--- src/rtl/locked_ring_fsm.sv ---
// Key-locked ring controller: N-position ring whose K odd "guarded" positions
// divert into look-alike duplicate states unless the matching key bit is correct.
module locked_ring_fsm #(
    parameter int             N           = 16,
    parameter int             K           = 4,
    parameter logic [K-1:0]   CORRECT_KEY = 4'b1010,
    parameter int             CNT_W       = 8,
    localparam int            CW          = $clog2(N)
) (
    input  logic              clk,
    input  logic              rst,
    input  logic              key_si,
    input  logic              key_shift,
    input  logic              key_load,
    input  logic              go,
    input  logic              dir,
    output logic [CW-1:0]     code,
    output logic              lap,
    output logic [CNT_W-1:0]  moves,
    // Debug view of the full state {dup, idx}; code alone hides the dup bit.
    output logic [CW:0]       state_dbg
);

    localparam logic ST_NORM = 1'b0;
    localparam logic ST_DUP  = 1'b1;
    localparam logic [CW-1:0] LAST = CW'(N - 1);

    logic [CW-1:0] idx, idx_nxt, tgt;
    logic          dup, dup_nxt;
    logic          lap_nxt;
    logic          guard_hit, key_ok;
    logic [K-1:0]  key_sr, key_act;

    // Target position for a move. A guarded index is at most N-3, so the
    // duplicate's forward skip (+2) can never wrap.
    always_comb begin
        tgt = idx;
        if (dup == ST_DUP) begin
            tgt = dir ? idx + CW'(2) : idx - CW'(1);
        end else if (dir) begin
            tgt = (idx == LAST) ? '0 : idx + CW'(1);
        end else begin
            tgt = (idx == '0) ? LAST : idx - CW'(1);
        end
    end

    always_comb begin
        guard_hit = 1'b0;
        key_ok    = 1'b1;
        for (int i = 0; i < K; i++) begin
            if (tgt == CW'(2 * i + 1)) begin
                guard_hit = 1'b1;
                key_ok    = (key_act[i] == CORRECT_KEY[i]);
            end
        end
    end

    always_comb begin
        idx_nxt = idx;
        dup_nxt = dup;
        lap_nxt = 1'b0;
        if (go) begin
            idx_nxt = tgt;
            dup_nxt = (guard_hit && !key_ok) ? ST_DUP : ST_NORM;
            lap_nxt = dir && (dup == ST_NORM) && (idx == LAST);
        end
    end

    always_ff @(posedge clk or posedge rst) begin
        if (rst) begin
            idx   <= '0;
            dup   <= ST_NORM;
            lap   <= 1'b0;
            moves <= '0;
        end else begin
            idx <= idx_nxt;
            dup <= dup_nxt;
            lap <= lap_nxt;
            if (go && (moves != '1)) begin
                moves <= moves + CNT_W'(1);
            end
        end
    end

    // Key is shifted in LSB first; a load copies the pre-shift register value.
    always_ff @(posedge clk or posedge rst) begin
        if (rst) begin
            key_sr  <= '0;
            key_act <= '0;
        end else begin
            if (key_shift) begin
                key_sr <= (key_sr >> 1) | (K'(key_si) << (K - 1));
            end
            if (key_load) begin
                key_act <= key_sr;
            end
        end
    end

    assign code      = idx;
    assign state_dbg = {dup, idx};

endmodule

--- config.mk ---
export PLATFORM = sky130hd
export DESIGN_NAME = locked_ring_fsm
export DESIGN_NICKNAME = d
export VERILOG_FILES = /design/src/rtl/locked_ring_fsm.sv
export SDC_FILE = /design/constraint.sdc
export NUM_CORES = 1
export LEC_CHECK = 0
export CORE_MARGIN = 2
export CORE_UTILIZATION = 51
export DETAILED_ROUTE_END_ITERATION = 10
export GPL_ROUTABILITY_DRIVEN = 0
export PLACE_DENSITY = 0.78
export SETUP_SLACK_MARGIN = 0.1
export SLEW_MARGIN = 20
export SYNTH_ARGS = -nofsm -noshare
export SYNTH_HDL_FRONTEND = slang
export SYNTH_SLANG_ARGS = --single-unit
--- constraint.sdc ---
create_clock -name clk -period 2.45 [get_ports clk]
set_input_delay 0.735 -clock clk [delete_from_list [all_inputs] [get_ports clk]]
set_output_delay 0.735 -clock clk [all_outputs]
set_load 0.01 [all_outputs]
==> impl_metrics.tcl <==
set metrics [dict create \
    outcome "finished, final reports clean" \
    finalSetupTns_ps 0 \
    setup_ws_ps 240.6 \
    critPathMaxFanout 9 \
    syn_nets 140 \
    ctsHtreeMaxLevel 1 \
    holdCritPathClass "reg -> reg" \
    num_antenna_cells 0 \
    ys_types 37 \
    critical_path_class "reg -> out" \
    cts_tree "yes" \
    grt_pass1_vias 956 \
    leakage_nw 0.7050 \
    drcViolationCount 0 \
    arrival_ps 1470 \
    grt_setup_unrepaired "no" \
    report.final.slew_viol_count 0 \
    grt_max_degree 23 \
    syn_area_per_cell_um2 10.70 \
    clock-root-buffer "clkbuf_4" \
    dieArea_um2 3024 \
    clockBufferDepth 2 \
    die_y_um 55.00 \
    ir_worst_vdd_v 0.0006874 \
    drtIter0Drc 29 \
    dp_slack_ps 164.6 \
    layout-drive-gt1-share_pct 14.97 \
    grt_usage_pct 19.64 \
    syn-cell-area_um2 1326 \
    dieWidth_um 55.00 \
    grt-ovfl-total 0 \
    ant_nets 0 \
    path_clk_slew_ps 110 \
    ioPinCount 25 \
    synth_seq_cells 22 \
    crit_path_cell_trace "clkdlybuf4s50_1" \
    whs_ps 520.6 \
    dp_hpwl_um 2027 \
    max_clock_freq_mhz 452.6 \
    hold_buffers 0 \
    antenna_found_initial 0 \
    wirelength_um 2617 \
    core_area_um2 2477 \
    wl_per_cell_um 14.79 \
    instances_no_fill 177 \
    slew_headroom_pct 73.74 \
    post-cts-setup-buffer-count 0 \
    hold_viol 0 \
    placementRows 18 \
    power.density_nw_per_um2 1169 \
    syn_inst 124 \
    startpoint_type "register" \
    synth-seq-area-share_pct 41.51 \
    tightestPinTransition_ps 393.9 \
    finalNetCount 165 \
    cp-end-kind "output pin" \
    area_growth_pct 20.85 \
    drt_first_pass_iters 4 \
    vias 1019 \
    finalCriticalPeriod_ps 2209 \
    drv_cap 0 \
    finalCritPeriodShare_pct 90.18 \
    grt_pass1_wl_um 4222 \
    finalSetupViolCount 0 \
    ys_warn_count 0 \
    cpMaxStageDelayCell "clkdlybuf4s50_1" \
    cp_num_buf_inv 1 \
    initial_core_util_pct 53.54 \
    avgViaCountPerCell 5.757 \
    ctsResizeCount 0 \
    clock_latency_ps 300 \
    dpl.cell_count 174 \
    crit_required_ps 1710 \
    slowest_delay_ps 610 \
    io_buffer_count 24 \
    worst_path_dominant_cell_family "buffers and inverters" \
    finClkSkew_ps 0.6096 \
    cts_sinks 22 \
    cts_made_buffers 3 \
]
## final timing paths
kind | startpoint | endpoint | slack [ps] | cells after the start
max | code[2]$_DFFE_PP0P_ | state_dbg[2] | 240 | 1
min | moves[5]$_DFFE_PP0P_ | moves[5]$_DFFE_PP0P_ | 520 | 1
max reg2reg | code[2]$_DFFE_PP0P_ | dup$_DFFE_PP0P_ | 320 | 7
min reg2reg | moves[5]$_DFFE_PP0P_ | moves[5]$_DFFE_PP0P_ | 520 | 1
max in group asynchronous | rst | key_act[1]$_DFFE_PP0P_ | 1460 | 3
min in group asynchronous | rst | moves[1]$_DFFE_PP0P_ | 760 | 3
## stage by stage
stage,utilization (%),instance area [um2],total power [mW]
after floorplan,-,1326,1.357
after global placement,63.79,1580,1.672
after detailed placement,63.79,1580,1.721
after CTS,64.70,1603,1.884
after global routing,64.70,1603,2.022
final,64.70,1603,1.873
## state kept, by name, summed over array words and instances (netlist names)
| name | cells |
|---|---|
| moves | 8 |
| code | 4 |
| key_act | 4 |
| key_sr | 4 |
| dup | 1 |
| lap | 1 |
## logic make-up (layout without fill, tap and decap cells)
logic type	count (synthesis)	count (layout)	share of synthesized area [%]
simple gates	30	30	11.23
compound gates	25	25	15.66
flops	22	22	41.51
buf+inv	17	40	6.887
xor+xnor	11	11	7.830
mux	10	10	8.396
fa+ha+maj	9	9	8.491
## power by group
part,switching (mW),total [mW],internal (mW)
combinational,0.495,1.05,0.559
clock,0.102,0.159,0.0572
sequential,0.177,0.660,0.483
## cells in the final DEF (no fill, tap or decap), types with 3 or more instances in the layout
cell type / n
clkdlybuf4s50_1: 24
dfrtp_1: 22
mux2_2: 9
ha_1: 9
inv_1: 8
nand2_1: 7
nor2_1: 7
o21ai_0: 7
xor2_1: 5
xnor2_1: 5
buf_4: 5
nor2b_1: 3
nand3_1: 3
nand4_1: 3
clkbuf_4: 3
## layer usage
metal / share of wire (%) / global-route usage, % / up-vias / wire, um
li1: - / - / 482 / -
met1: 46 / 26.24 / 506 / 1193
met2: 50 / 32.14 / 29 / 1313
met3: 3.8 / 4.032 / 2 / 100
met4: 0.38 / 5.691 / 0 / 10
met5: 0 / 0 / - / 0
## cells in the mapped netlist
library cell	n	area share, %
o2bb2ai_1	1	0.66
o21ai_2	1	0.66
a21boi_0	1	0.57
a311oi_1	1	0.66
xor2_2	1	1.2
a31oi_4	1	1.6
a221o_1	2	1.5
o211ai_1	1	0.57
nand2b_1	2	0.94
buf_6	1	0.85
buf_2	1	0.38
a32o_1	1	0.75
a31oi_1	2	0.94
a211oi_1	2	1.1
o211ai_2	1	0.94
inv_1	8	2.3
a21o_1	1	0.57
nor3_1	2	0.75
xor2_1	5	3.3
nand4_1	3	1.4
xnor2_1	5	3.3
nand2_1	7	2.0
and3_1	2	0.94
buf_4	5	2.8
nand3_1	3	1.1
mux2i_1	1	0.75
a221oi_1	1	0.66
nor2b_1	3	1.4
mux2_2	9	7.6
clkbuf_1	2	0.57
ha_1	9	8.5
nor2_1	7	2.0
o21bai_1	1	0.57
a41oi_2	1	1.2
dfrtp_1	22	42
and4_1	1	0.66
o21ai_0	7	2.6
## final cells by class
cell class | count | area, um2
flip-flops and latches | 22 | 550.5
repair buffers | 29 | 277.8
inverters | 8 | 30.03
fillers | 222 | 874.6
well taps | 30 | 37.54
multi-input cells | 85 | 684.4
clock buffers | 3 | 22.52
Power figures use the tool's default switching activity.
